`config.mk`:
```
export PLATFORM = sky130hd
export DESIGN_NAME = pwm_duty_decoder
export DESIGN_NICKNAME = d
export VERILOG_FILES = /design/src/rtl/pwm_pkg.sv /design/src/rtl/pwm_serial_divider.sv /design/src/rtl/pwm_duty_decoder.sv
export SDC_FILE = /design/constraint.sdc
export NUM_CORES = 1
export LEC_CHECK = 0
export ABC_AREA = 1
export CAP_MARGIN = 5
export CORE_UTILIZATION = 60
export CTS_BUF_LIST = sky130_fd_sc_hd__clkbuf_16
export CTS_CLUSTER_SIZE = 20
export DETAILED_ROUTE_END_ITERATION = 8
export GPL_TIMING_DRIVEN = 0
export HOLD_SLACK_MARGIN = 0.06
export PLACE_DENSITY = 0.78
export SLEW_MARGIN = 10
export SYNTH_ARGS = -nofsm -noshare
export SYNTH_HDL_FRONTEND = slang
export SYNTH_SLANG_ARGS = --single-unit
```
`constraint.sdc`:
```
create_clock -name clk -period 2.5 [get_ports clk]
set_input_delay 0.25 -clock clk [delete_from_list [all_inputs] [get_ports clk]]
set_output_delay 0.25 -clock clk [all_outputs]
set_load 0.02 [all_outputs]
```
`src/rtl/pwm_pkg.sv`:
```
// Shared types and constants for the PWM duty-cycle decoder.
package pwm_pkg;

  typedef enum logic [1:0] {
    IDLE    = 2'd0,
    MEASURE = 2'd1,
    DIVIDE  = 2'd2
  } pwm_dec_state_t;

  localparam int DIV_STEPS     = 8;
  localparam int DEFAULT_CNT_W = 16;

endpackage

```
`src/rtl/pwm_serial_divider.sv`:
```
// Restoring bit-serial divider: quotient = floor(dividend * 2^8 / divisor),
// one bit per cycle, MSB first. Assumes dividend < divisor and divisor > 0.
module pwm_serial_divider
  import pwm_pkg::*;
#(
  parameter int CNT_W = DEFAULT_CNT_W
) (
  input  logic             clk,
  input  logic             rst_n,
  input  logic             start,
  input  logic [CNT_W-1:0] dividend,
  input  logic [CNT_W-1:0] divisor,
  output logic [7:0]       quotient,
  output logic             done
);

  localparam int STEP_W = $clog2(DIV_STEPS);

  logic [CNT_W-1:0]     rem_q;
  logic [CNT_W-1:0]     div_q;
  logic [DIV_STEPS-2:0] quo_q;
  logic [STEP_W-1:0]    step_q;
  logic                 busy_q;

  logic [CNT_W:0]   shifted;
  logic             q_bit;
  logic [CNT_W-1:0] next_rem;

  // The remainder stays below the divisor, so the shift needs only one extra bit
  // and the restored or subtracted remainder always fits back into CNT_W bits.
  always_comb begin
    shifted  = {rem_q, 1'b0};
    q_bit    = (shifted >= {1'b0, div_q});
    next_rem = q_bit ? CNT_W'(shifted - {1'b0, div_q}) : shifted[CNT_W-1:0];
    quotient = {quo_q, q_bit};
    done     = busy_q && (step_q == STEP_W'(DIV_STEPS - 1));
  end

  always_ff @(posedge clk or negedge rst_n) begin
    if (!rst_n) begin
      rem_q  <= '0;
      div_q  <= '0;
      quo_q  <= '0;
      step_q <= '0;
      busy_q <= 1'b0;
    end else if (start) begin
      rem_q  <= dividend;
      div_q  <= divisor;
      quo_q  <= '0;
      step_q <= '0;
      busy_q <= 1'b1;
    end else if (busy_q) begin
      rem_q  <= next_rem;
      quo_q  <= quotient[DIV_STEPS-2:0];
      step_q <= step_q + STEP_W'(1);
      if (done) busy_q <= 1'b0;
    end
  end

endmodule

```
`src/rtl/pwm_duty_decoder.sv`:
```
// Measures period and high time of an asynchronous PWM input and reports
// duty = floor(high*256/period), with stuck-input and overrun flags.
module pwm_duty_decoder
  import pwm_pkg::*;
#(
  parameter int CNT_W       = DEFAULT_CNT_W,
  parameter int SYNC_STAGES = 2
) (
  input  logic       clk,
  input  logic       rst_n,
  input  logic       ena,
  input  logic       pwm_in,
  output logic [7:0] duty,
  output logic       duty_valid,
  output logic       stuck,
  output logic       overrun
);

  localparam logic [CNT_W-1:0] CNT_MAX = '1;

  logic [SYNC_STAGES-1:0] sync_q;
  logic                   prev_q;
  logic                   synced;
  logic                   rise;

  pwm_dec_state_t   state;
  logic [CNT_W-1:0] per_cnt;
  logic [CNT_W-1:0] high_cnt;

  logic       div_start;
  logic [7:0] div_quotient;
  logic       div_done;

  assign synced    = sync_q[SYNC_STAGES-1];
  assign rise      = synced & ~prev_q;
  assign div_start = ena && (state == MEASURE) && rise;

  always_ff @(posedge clk or negedge rst_n) begin
    if (!rst_n) begin
      sync_q <= '0;
      prev_q <= 1'b0;
    end else begin
      // NOTE: non-blocking assignments make each stage sample the value its
      // predecessor held before the edge, which is what forms the chain.
      sync_q <= {sync_q[SYNC_STAGES-2:0], pwm_in};
      prev_q <= synced;
    end
  end

  pwm_serial_divider #(
    .CNT_W (CNT_W)
  ) u_div (
    .clk      (clk),
    .rst_n    (rst_n),
    .start    (div_start),
    .dividend (high_cnt),
    .divisor  (per_cnt),
    .quotient (div_quotient),
    .done     (div_done)
  );

  always_ff @(posedge clk or negedge rst_n) begin
    if (!rst_n) begin
      state      <= IDLE;
      per_cnt    <= '0;
      high_cnt   <= '0;
      duty       <= '0;
      duty_valid <= 1'b0;
      stuck      <= 1'b0;
      overrun    <= 1'b0;
    end else begin
      duty_valid <= 1'b0;
      overrun    <= 1'b0;
      if (!ena) begin
        state    <= IDLE;
        per_cnt  <= '0;
        high_cnt <= '0;
      end else begin
        case (state)
          IDLE: begin
            if (rise) begin
              per_cnt  <= CNT_W'(1);
              high_cnt <= CNT_W'(1);
              state    <= MEASURE;
            end else begin
              per_cnt  <= '0;
              high_cnt <= '0;
            end
          end

          MEASURE: begin
            if (rise) begin
              per_cnt  <= CNT_W'(1);
              high_cnt <= CNT_W'(1);
              state    <= DIVIDE;
            end else if (per_cnt == CNT_MAX) begin
              duty       <= synced ? 8'hFF : 8'h00;
              duty_valid <= 1'b1;
              stuck      <= 1'b1;
              per_cnt    <= '0;
              high_cnt   <= '0;
              state      <= IDLE;
            end else begin
              per_cnt  <= per_cnt + CNT_W'(1);
              high_cnt <= high_cnt + CNT_W'(synced);
            end
          end

          DIVIDE: begin
            // Counters keep running so the following window is measured; an
            // edge here closes a window too short to divide, so it is dropped.
            if (rise) begin
              per_cnt  <= CNT_W'(1);
              high_cnt <= CNT_W'(1);
              overrun  <= 1'b1;
            end else begin
              per_cnt  <= per_cnt + CNT_W'(1);
              high_cnt <= high_cnt + CNT_W'(synced);
            end
            if (div_done) begin
              duty       <= div_quotient;
              duty_valid <= 1'b1;
              stuck      <= 1'b0;
              state      <= MEASURE;
            end
          end

          default: state <= IDLE;
        endcase
      end
    end
  end

endmodule

```
=== Word-level counts from Yosys, hierarchy flattened ===
Index checks and enable logic that the tools add are counted.

* Register bits: 91
* Bits in latches: 0
* Memory bits (writable): 0
* Bits in read-only memories: 0
* Input port bits: 4
* Output and inout port bits: 11
* Word-level logic and storage cells: 84
* Memories: 0

* Add/subtract/negate cells: 4
* Multiply operators: 0
* Divide/modulo/power cells: 0
* Order comparisons: 1
* Equal/unequal tests: 11
* Shifts and indexed selects: 0
* Mux-type cells: 44
* Bitwise logic cells: 2
* Reduce and logical (&&, ||, !) cells: 8

{| class="wikitable"
|+ Operators by type and width
! operator !! number
|-
| $mux 16 || 11
|-
| $pmux 16 s3 || 2
|-
| $mux 8 || 4
|-
| $ge 17x16->1 || 1
|-
| $add 16x1->16 || 1
|-
| $add 16x1->16 const B || 1
|-
| $eq 16x16->1 const B || 1
|-
| $pmux 8 s2 || 1
|-
| $sub 16x16->16 || 1
|-
| $mux 1 || 14
|-
| $mux 7 || 2
|-
| $mux 2 || 5
|-
| $mux 3 || 2
|-
| $ne 3x3->1 const B || 2
|-
| $pmux 2 s3 || 1
|-
| $reduce_and 5->1 || 1
|-
| $ne 2x2->1 const B || 2
|-
| $ne 4x1->1 const B || 1
|-
| $ne 4x3->1 const B || 1
|-
| $pmux 1 s2 || 2
|-
| $reduce_bool 2->1 || 2
|-
| $add 3x1->3 const B || 1
|-
| $eq 3x3->1 const B || 1
|-
| $logic_and 1x1->1 || 3
|-
| other kinds (7) || 7
|}

=== Logic depth before layout (Yosys ltp) ===
Gate-level depths: netlist (run 1).

* Depth in word-level cells: 5
* Mapped depth: 15
* Depth with buffers taken out: 14

=== By module ===
A second synthesis (run 1) with hierarchy kept.

* Cell total of the unflattened synthesis: 726
* Area, all modules: 5,560.3 µm²

{| class="wikitable"
|+ By module, submodules not included
! module !! times used !! cells each !! area an instance (µm²) !! seq. area each (µm²)
|-
| pwm_serial_divider || 1 || 414 || 2,952.8 || 1,076.0
|-
| pwm_duty_decoder || 1 || 312 || 2,607.5 || 1,201.2
|}

=== Worst setup path after synthesis (run 1) ===
Ideal clock, no wire load.

* Path kind: register -> register
* From: register u_div.div_q[1]
* To: register u_div.rem_q[5]
* Setup time: 117 ps
* Arrival time: 1,635 ps
* Required time: 2,383 ps
* Slack: 747 ps
* Stages on the path, launching flop included: 11
* Buffers on the path: 1
* Clock period less this slack: 1,753 ps
* Path through: dfrtp_1 -> inv_1 -> ha_1 -> ha_1 -> nand4_1 -> nor2_1 -> nor2_2 -> buf_2 -> nand3_1 -> nand3_1 -> nand2_1

* Longest elaborated chain between the ends: 4
* Elaborated cells between the ends (all ways): 5
* Classes of those cells: add/sub (1); order compare (1); mux (3)

{| class="wikitable"
|+ RTL lines
! what !! line !! RTL
|-
| start: declaration || pwm_serial_divider.sv:20 || <nowiki>logic [CNT_W-1:0] div_q;</nowiki>
|-
| start signal: assignment || pwm_serial_divider.sv:48 || <nowiki>div_q <= divisor;</nowiki>
|-
| $sub 16x16->16 or $ge 17x16->1 (tied branches) || pwm_serial_divider.sv:34, pwm_serial_divider.sv:33 ||
|-
| $mux 16 * || pwm_serial_divider.sv:34 || <nowiki>next_rem = q_bit ? CNT_W'(shifted - {1'b0, div_q}) : shifted[CNT_W-1:0];</nowiki>
|-
| $mux 16 * || pwm_serial_divider.sv:52 || <nowiki>end else if (busy_q) begin</nowiki>
|-
| $mux 16 * || pwm_serial_divider.sv:46 || <nowiki>end else if (start) begin</nowiki>
|-
| end signal: assignment || pwm_serial_divider.sv:47 || <nowiki>rem_q <= dividend;</nowiki>
|-
| end signal: assignment || pwm_serial_divider.sv:53 || <nowiki>rem_q <= next_rem;</nowiki>
|-
| end: declaration || pwm_serial_divider.sv:19 || <nowiki>logic [CNT_W-1:0] rem_q;</nowiki>
|}

Every way passes the cells marked *; elsewhere a longest branch is shown, timed or not. The select of a mux whose other input is x is not followed.
A chain may end at the register's enable or synchronous reset.

=== Worst setup path after layout (run 1) ===
* From: register u_div.div_q[14]
* To: register u_div.rem_q[14]

The elaborated chain is that of the path after synthesis.

==> metrics, run 1 <==
skew final=9.75 ps; Starting DRT DRC Count=379; crit-path max cell delay=390 ps; Final Setup Violations=0; largest family of logic cells by synthesized area=simple AND/OR/NAND/NOR gates; Synth top area share=0.400; ANT nets after route=0; kind of cell adding the most delay to the critical path=simple AND/OR/NAND/NOR gates; clock sinks=91; Total GRT Usage=0.310; Nets=846; Reg clk slew, reported paths=70 ps; Synthesized Nets=819; sequential standard cell area=2280 sq um; # port buffers=14; status=finished clean; Synthesis Warnings=0; core area=9200 sq um; combinational share of power=0.548; layout cells sized above 1=0.0694; initial antenna violation count=0; Layout area overhead=10.8%; CP Launch Type=register; Synth Area in XOR/XNOR=0.0262; leading area contributor after synthesis=dfrtp_1; clock tree buffer depth=2; Clk pwr share=0.179; commonest cells after routing, fill and taps aside=nand2_1, inv_1, dfrtp_1; DR vias/cell=5.56; Worst-Margin Slew=568 ps; Leak=3.11 nW; FF-to-FF End=u_div.rem_q[14]; Design Area, Final=6300 sq um; Peak VDD IR=0.467 mV; max_cap viols=0; crit-path cells=inv_1 -> ha_1 -> a21oi_1 -> nor2_1 -> nor2_1 -> nand2_1 -> nor2_2 -> nand2_4 -> nand2_1 -> nand2_1 -> nand2_1 -> nand2_1; Reg power frac=0.273; WL per Instance=15.3 um; Final min period=2130 ps; Die H=99.4 um; Finished Layout Cells=932; WP buf/inv=1; Hold/Removal Path Class=input port to register; Max stage delay cell, worst path=ha_1; final core utilization=0.685; die area=9870 sq um; area occupied by multi-input gates=2780 sq um; fin. max-slew vios=0; crit end category=register; Pwr Density=1210 nW/um^2; Rows=35; detailed placer's ending HPWL=11.0 mm; hold_sp=pwm_in; reg2reg path depth=12; Net Sw Frac=0.457; Synth Area in Adders=0.0585; chip width=99.4 um; CP Class=register to register; commonest non-fill, non-tap cell in the layout=nand2_1; Hold Slack=354 ps; fillcell total=773; period utilisation layout=0.853; WHS Endpoint=sync_q[0]; top cells by area, synth=dfrtp_1, nand2_1, inv_1; Ant. Diodes=0; CTS root buf=clkbuf_16; CTS tree=yes; Worst R2R Start=u_div.div_q[14]; Post-synth top flop=dfrtp_1; post-synthesis sequential area ratio=0.400; setup TNS=0 ps; # IOs=15; cell area after synthesis=5690 sq um; P_int=0.00415 W; htree depth=3; TritonCTS buffer count=9; hold path depth=1; placer congestion estimate=1.01; register-to-register setup slack=370 ps; EDFF count, synth=0; DRC Markers=0; RSZ-0062 raised after global routing=false; Compound-Gate Fraction of Synth Area=0.0979; Yosys reg bits=91; FMAX=0.469 GHz; Max-slew headroom=0.620; routed wire length=14.2 mm; Placed Cells=915; vias in the first global route=4895; DRT Pass-1 Iters=5; Arr. time, crit path=2360 ps; CP required=2730 ps; pin count of the biggest net entering global routing=58; Synth Area in Simple Gates=0.307; ys async rst share=1.00; Hold Violations, Final=0; post-synthesis cell count=789; first-pass GRT wire length=23.7 mm; mux contribution to synthesized area=0; Placed Instance Area=5990 sq um; Initial Utilization=0.618; worst-skew pair later-pin latency=340 ps; crit-path max FO=8; Synth cell types=39; CP dominant cell by count=nand2_1; Net Switching=0.00349 W; syn_area_per_cell=7.21 sq um; total congestion overflow=0; via count=5185
==> per-layer routing <==
layer,global-route usage,vias to the layer above,share of wire
li1,-,2564,-
met4,0.0916,0,0.016
met5,0,-,0
met2,0.541,170,0.48
met1,0.409,2426,0.45
met3,0.0337,25,0.054
==> worst reg2reg max path, cell delays in order, from the launching register on <==
cell     delay [ps]
dfrtp_1         360
inv_1            60
ha_1            390
a21oi_1         230
nor2_1           60
nor2_1           90
nand2_1          80
nor2_2          200
nand2_4         130
nand2_1         190
nand2_1          90
nand2_1          70
nand2_1          60
==> kinds of logic (layout without fill, tap and decap cells) <==
family                     Yosys count  in the layout
and+or+nand+nor                    397            397
buffers and inverters              155            187
AOI/OAI and AO/OA                  103            103
DFF                                 91             91
adders and majority gates           26             26
xor gates and xnor gates            17             17
==> how the worst max path moves through the flow <==
stage	cells after the start	start	end	slack, ps
floorplan	10	u_div.div_q[1]	u_div.rem_q[5]	750
detailed placement	12	u_div.div_q[14]	u_div.rem_q[13]	410
finish	12	u_div.div_q[14]	u_div.rem_q[14]	370
global placement	1	rst_n	high_cnt[6]	-2070
global route	11	u_div.div_q[14]	u_div.rem_q[12]	100
CTS	12	u_div.div_q[14]	u_div.rem_q[14]	360
==> cell usage after synthesis, types with 3 or more instances <==
cell / count
a21oi_1: 40
buf_2: 10
clkbuf_1: 5
dfrtp_1: 91
ha_1: 25
inv_1: 133
inv_2: 3
nand2_1: 206
nand2_2: 7
nand2_4: 3
nand3_1: 64
nand3b_1: 3
nand4_1: 8
nor2_1: 71
nor3_1: 21
o21ai_0: 29
o21ai_1: 8
o22ai_1: 18
xnor2_1: 6
xor2_1: 11
==> final cells by class <==
| type | instances | area share |
|---|---|---|
| flip-flops and latches | 91 | 0.361 |
| plain buffers | 18 | 0.0171 |
| inverters | 137 | 0.0824 |
| clock inverters | 7 | 0.0121 |
| repair buffers | 16 | 0.0278 |
| clock buffers | 9 | 0.0357 |
| well taps | 111 | 0.0220 |
| multi-input cells | 543 | 0.442 |
==> sequential cells by signal, summed over array words and instances (netlist names) <==
register,count
u_div.step_q,3
u_div.busy_q,1
duty,8
overrun,1
high_cnt,16
sync_q,2
u_div.div_q,16
stuck,1
duty_valid,1
u_div.quo_q,7
u_div.rem_q,16
prev_q,1
per_cnt,16
state,2
==> metrics by stage <==
step	setup slack, ps	power (W)
floorplan	747	0.00519
global placement	-2070	0.00614
detailed placement	408	0.00623
CTS	364	0.00765
global route	100	0.00831
finish	368	0.00765
==> what timing repair did <==
action | 4_1_cts | 5_1_grt
hold buffers | 1 | 0
buffers inserted | 0 | 0
endpoints found under the hold margin | 34 | 0
resized for setup | 0 | 0
==> power groups by stage <==
stage / clock network [W] / logic, W / registers (W)
final: 0.00137 / 0.00419 / 0.00209
after detailed placement: 0 / 0.00413 / 0.00211
after CTS: 0.00139 / 0.00418 / 0.00208
after floorplan: 0 / 0.00305 / 0.00214
after global routing: 0.00144 / 0.00475 / 0.00213
after global placement: 0 / 0.00405 / 0.00209
Power figures use the tool's default switching activity.
==> run 2: changes to the inputs <==
--- a/config.mk
+++ b/config.mk
@@ -14,7 +14,7 @@
 export GPL_TIMING_DRIVEN = 0
 export HOLD_SLACK_MARGIN = 0.06
 export PLACE_DENSITY = 0.78
-export SLEW_MARGIN = 10
+export SETUP_SLACK_MARGIN = 0.3
 export SYNTH_ARGS = -nofsm -noshare
 export SYNTH_HDL_FRONTEND = slang
 export SYNTH_SLANG_ARGS = --single-unit
==> metrics, run 2 (synthesis gave the netlist of run 1 again) <==
status=finished clean; max_cap viols=0; register-to-register setup slack=420 ps; crit end category=register; hold path depth=1; layout cells sized above 1=0.0731; pin count of the biggest net entering global routing=58; TritonCTS buffer count=9; DRC Markers=0; CP Launch Type=register; Nets=846; CP Class=register to register; Total GRT Usage=0.310; Final WS setup=420 ps; Arr. time, crit path=2310 ps; via count=5202; total congestion overflow=0; clock tree buffer depth=2; Post-CTS Repair Setup Buffers=0; commonest cells after routing, fill and taps aside=nand2_1, inv_1, dfrtp_1; die area=9870 sq um; # port buffers=14; commonest non-fill, non-tap cell in the layout=nand2_1; Pwr Total=0.00771 W; Max-slew headroom=0.620; Layout area overhead=11.2%; Hold/Removal Path Class=input port to register; routed wire length=14.3 mm; crit-path max FO=10; Hold Violations, Final=0; chip width=99.4 um; CP required=2730 ps; initial antenna violation count=0; final core utilization=0.688; ANT nets after route=0; first-pass GRT wire length=23.7 mm; Pwr Density=1220 nW/um^2; DR vias/cell=5.58; # IOs=15; fillcell total=771; Peak VDD IR=0.476 mV; Reg clk slew, reported paths=70 ps; sequential standard cell area=2280 sq um; Final min period=2080 ps; Design Area, Final=6330 sq um; Final Setup Violations=0; Rows=35; vias in the first global route=4895; CTS tree=yes; htree depth=3; CTS root buf=clkbuf_16; dpl ws=408 ps; Die H=99.4 um; clock sinks=91; Initial Utilization=0.618; fin. max-slew vios=0; DRT Pass-1 Iters=5; FMAX=0.481 GHz; Starting DRT DRC Count=381; Ant. Diodes=0; worst-skew pair later-pin latency=340 ps; reg2reg path depth=12; WL per Instance=15.4 um; area occupied by multi-input gates=2800 sq um; placer congestion estimate=1.01; skew final=10.7 ps; period utilisation layout=0.832; Placed Instance Area=5990 sq um; core area=9200 sq um; detailed placer's ending HPWL=11.0 mm; Worst-Margin Slew=568 ps; Leak=3.12 nW; RSZ-0062 raised after global routing=false
[run 2: cell types whose count changed in the layout (fill, tap and decap cells not counted), sizes merged]
cell,previous run,this run
buf,15,13
clkbuf,14,16
[run 2: through the flow]
step	TNS, ps	std cells	hold slack (ps)
2_1_floorplan	0	789	-45.6
3_3_place_gp	-187310	914	344
3_5_place_dp	0	915	231
4_1_cts	0	932	350
5_1_grt	0	932	343
6_report	0	932	353
[run 2: path summary, 6_finish.rpt]
kind / startpoint / endpoint
hold / removal: pwm_in / sync_q[0]
min in group asynchronous: rst_n / duty[3]
max in group asynchronous: rst_n / u_div.rem_q[7]
hold reg to reg: sync_q[0] / sync_q[1]
setup reg to reg: u_div.div_q[3] / u_div.rem_q[3]
setup / recovery: u_div.div_q[3] / u_div.rem_q[3]
[run 2: critical path, cell delays in order, from the launching register on]
cell and delay (ps):
dfrtp_1 360, inv_1 70, ha_1 410, nand2_1 130
nor2_1 170, nand3_1 140, nand3_2 110, nand2_2 90
nand2_4 140, buf_6 160, nand2_1 70, nand3_1 70
nand2_1 50
[run 2: what timing repair did]
action	CTS	global route
hold buffers	1	0
gates resized for setup	0	7
setup endpoints to repair	0	18
endpoints found under the hold margin	34	0
[run 2: layer usage]
| metal | vias up | wire length (um) | GRT usage |
|---|---|---|---|
| met2 | 173 | 6970 | 0.541 |
| met3 | 21 | 795 | 0.0337 |
| met1 | 2442 | 6350 | 0.409 |
| met5 | - | 0 | 0 |
| met4 | 0 | 225 | 0.0916 |
| li1 | 2566 | - | - |
[run 2: layout make-up]
type / instances / share of cell area
Clock buffer: 9 / 0.0356
Tap cell: 111 / 0.0220
Inverter: 137 / 0.0821
Sequential cell: 91 / 0.360
Timing Repair Buffer: 16 / 0.0277
Buffer: 18 / 0.0178
Multi-Input combinational cell: 543 / 0.443
Clock inverter: 7 / 0.0121
[run 2: report_power, final]
group | internal [W] | switching [W] | total (W)
Clock | 0.000784 | 0.000598 | 0.00138
Sequential | 0.00187 | 0.000220 | 0.00209
Combinational | 0.00152 | 0.00272 | 0.00424
==> run 3: changes to the inputs <==
==> constraint.sdc (replaced) <==
create_clock -name clk -period 2.1 [get_ports clk]
set_input_delay 0.21 -clock clk [delete_from_list [all_inputs] [get_ports clk]]
set_output_delay 0.21 -clock clk [all_outputs]
set_load 0.02 [all_outputs]
==> metrics, run 3 (synthesis gave the netlist of run 1 again) <==
status=finished clean; routed wire length=19.2 mm; Starting DRT DRC Count=673; Reg clk slew, reported paths=70 ps; skew final=13.5 ps; CTS root buf=clkbuf_16; period utilisation layout=0.944; total congestion overflow=0; layout cells sized above 1=0.286; FF-to-FF End=u_div.rem_q[11]; vias in the first global route=5455; Worst R2R Start=u_div.rem_q[11]; reg2reg path depth=12; Final Setup Violations=0; CTS tree=yes; FMAX=0.505 GHz; max_cap viols=0; Rows=35; DRT Pass-1 Iters=6; Layout area overhead=34.5%; Ant. Diodes=0; chip width=99.4 um; crit-path max FO=5; via count=6096; Nets=910; commonest non-fill, non-tap cell in the layout=nand2_1; initial antenna violation count=0; Hold Slack=309 ps; CP Launch Type=register; register-to-register setup slack=120 ps; Hold/Removal Path Class=input port to register; commonest cells after routing, fill and taps aside=nand2_1, inv_1, dfrtp_1; Total GRT Usage=0.342; core area=9200 sq um; fillcell total=487; CP required=2330 ps; DRC Markers=0; first-pass GRT wire length=26.1 mm; Leak=3.61 nW; Initial Utilization=0.618; TritonCTS buffer count=9; # IOs=15; Worst-Margin Slew=577 ps; clock tree buffer depth=2; Die H=99.4 um; CP Launch Point=u_div.rem_q[11]; placer congestion estimate=1.01; pin count of the biggest net entering global routing=58; detailed placer's ending HPWL=11.0 mm; Hold Violations, Final=0; WL per Instance=19.3 um; Final min period=1980 ps; Pwr Density=1640 nW/um^2; Arr. time, crit path=2210 ps; fin. max-slew vios=0; Peak VDD IR=0.702 mV; htree depth=3; ANT nets after route=0; CP Class=register to register; RSZ-0062 raised after global routing=true; hold_sp=pwm_in; crit end category=register; # port buffers=14; Max-slew headroom=0.614; dpl ws=7.92 ps; Final WS setup=118 ps; worst-skew pair later-pin latency=350 ps; Worst Setup EP=u_div.rem_q[11]; DR vias/cell=6.12; clock sinks=91; die area=9870 sq um
## run 3: changes by cell type in the layout (fill, tap and decap cells not counted), sizes merged
cell,before,now
clkbuf,16,15
buf,13,78
clkinvlp,1,2
inv,139,138
## run 3: worst min path at each step
stage / to / slack [ps] / cells after the start
after floorplan: duty[0] / -90 / 0
after global placement: sync_q[1] / 340 / 0
after detailed placement: duty[1] / 190 / 1
after CTS: sync_q[0] / 310 / 1
after global routing: sync_q[0] / 300 / 1
final: sync_q[0] / 310 / 1
## run 3: timing repair
item / CTS / global route
endpoints found under the setup margin: 80 / 73
gates resized for setup: 96 / 115
pin swaps: 20 / 63
hold buffers: 1 / 0
cloned: 1 / 2
endpoints found under the hold margin: 34 / 0
buffers inserted: 30 / 31
## run 3: metal layers
metal | global-route usage | wire, um | vias to the layer above
li1 | - | - | 2693
met1 | 0.421 | 7350 | 2913
met2 | 0.589 | 9300 | 394
met3 | 0.0534 | 1530 | 96
met4 | 0.169 | 995 | 0
met5 | 0 | 0 | -
## run 3: worst max-delay path, cell delays in order (launching register included)
cell and delay [ps]:
dfrtp_1 440, ha_4 310, nand2_2 80, nand2_2 70
inv_2 60, nand2_2 50, nand2_2 70, nand2_2 70
nor2_4 200, buf_4 200, nand3_1 90, nand3_1 110
nand2_1 100
## run 3: layout make-up
| cell class | instances | area [sq um] | area share |
|---|---|---|---|
| timing repair buffer | 80 | 722 | 0.0944 |
| inverter | 137 | 533 | 0.0697 |
| tap | 111 | 139 | 0.0182 |
| multi-input combinational | 543 | 3520 | 0.460 |
| buffer | 18 | 154 | 0.0201 |
| clock buffer | 9 | 225 | 0.0295 |
| clock inverter | 7 | 76.3 | 0.00998 |
| sequential | 91 | 2280 | 0.298 |
## run 3: metrics by stage
step | utilization | instances | TNS (ps) | power (W) | area, sq um
CTS | 0.761 | 963 | 0 | 0.0104 | 7000
finish | 0.832 | 996 | 0 | 0.0126 | 7650
global route | 0.832 | 996 | 0 | 0.0132 | 7650
detailed placement | 0.651 | 915 | 0 | 0.00742 | 5990
floorplan | - | 789 | 0 | 0.00617 | 5690
global placement | 0.649 | 914 | -220070 | 0.00731 | 5970
## run 3: where the power goes
group / switching, W / internal (W)
clock: 0.000729 / 0.000933
sequential: 0.000401 / 0.00223
combinational: 0.00488 / 0.00340
total: 0.00601 / 0.00656
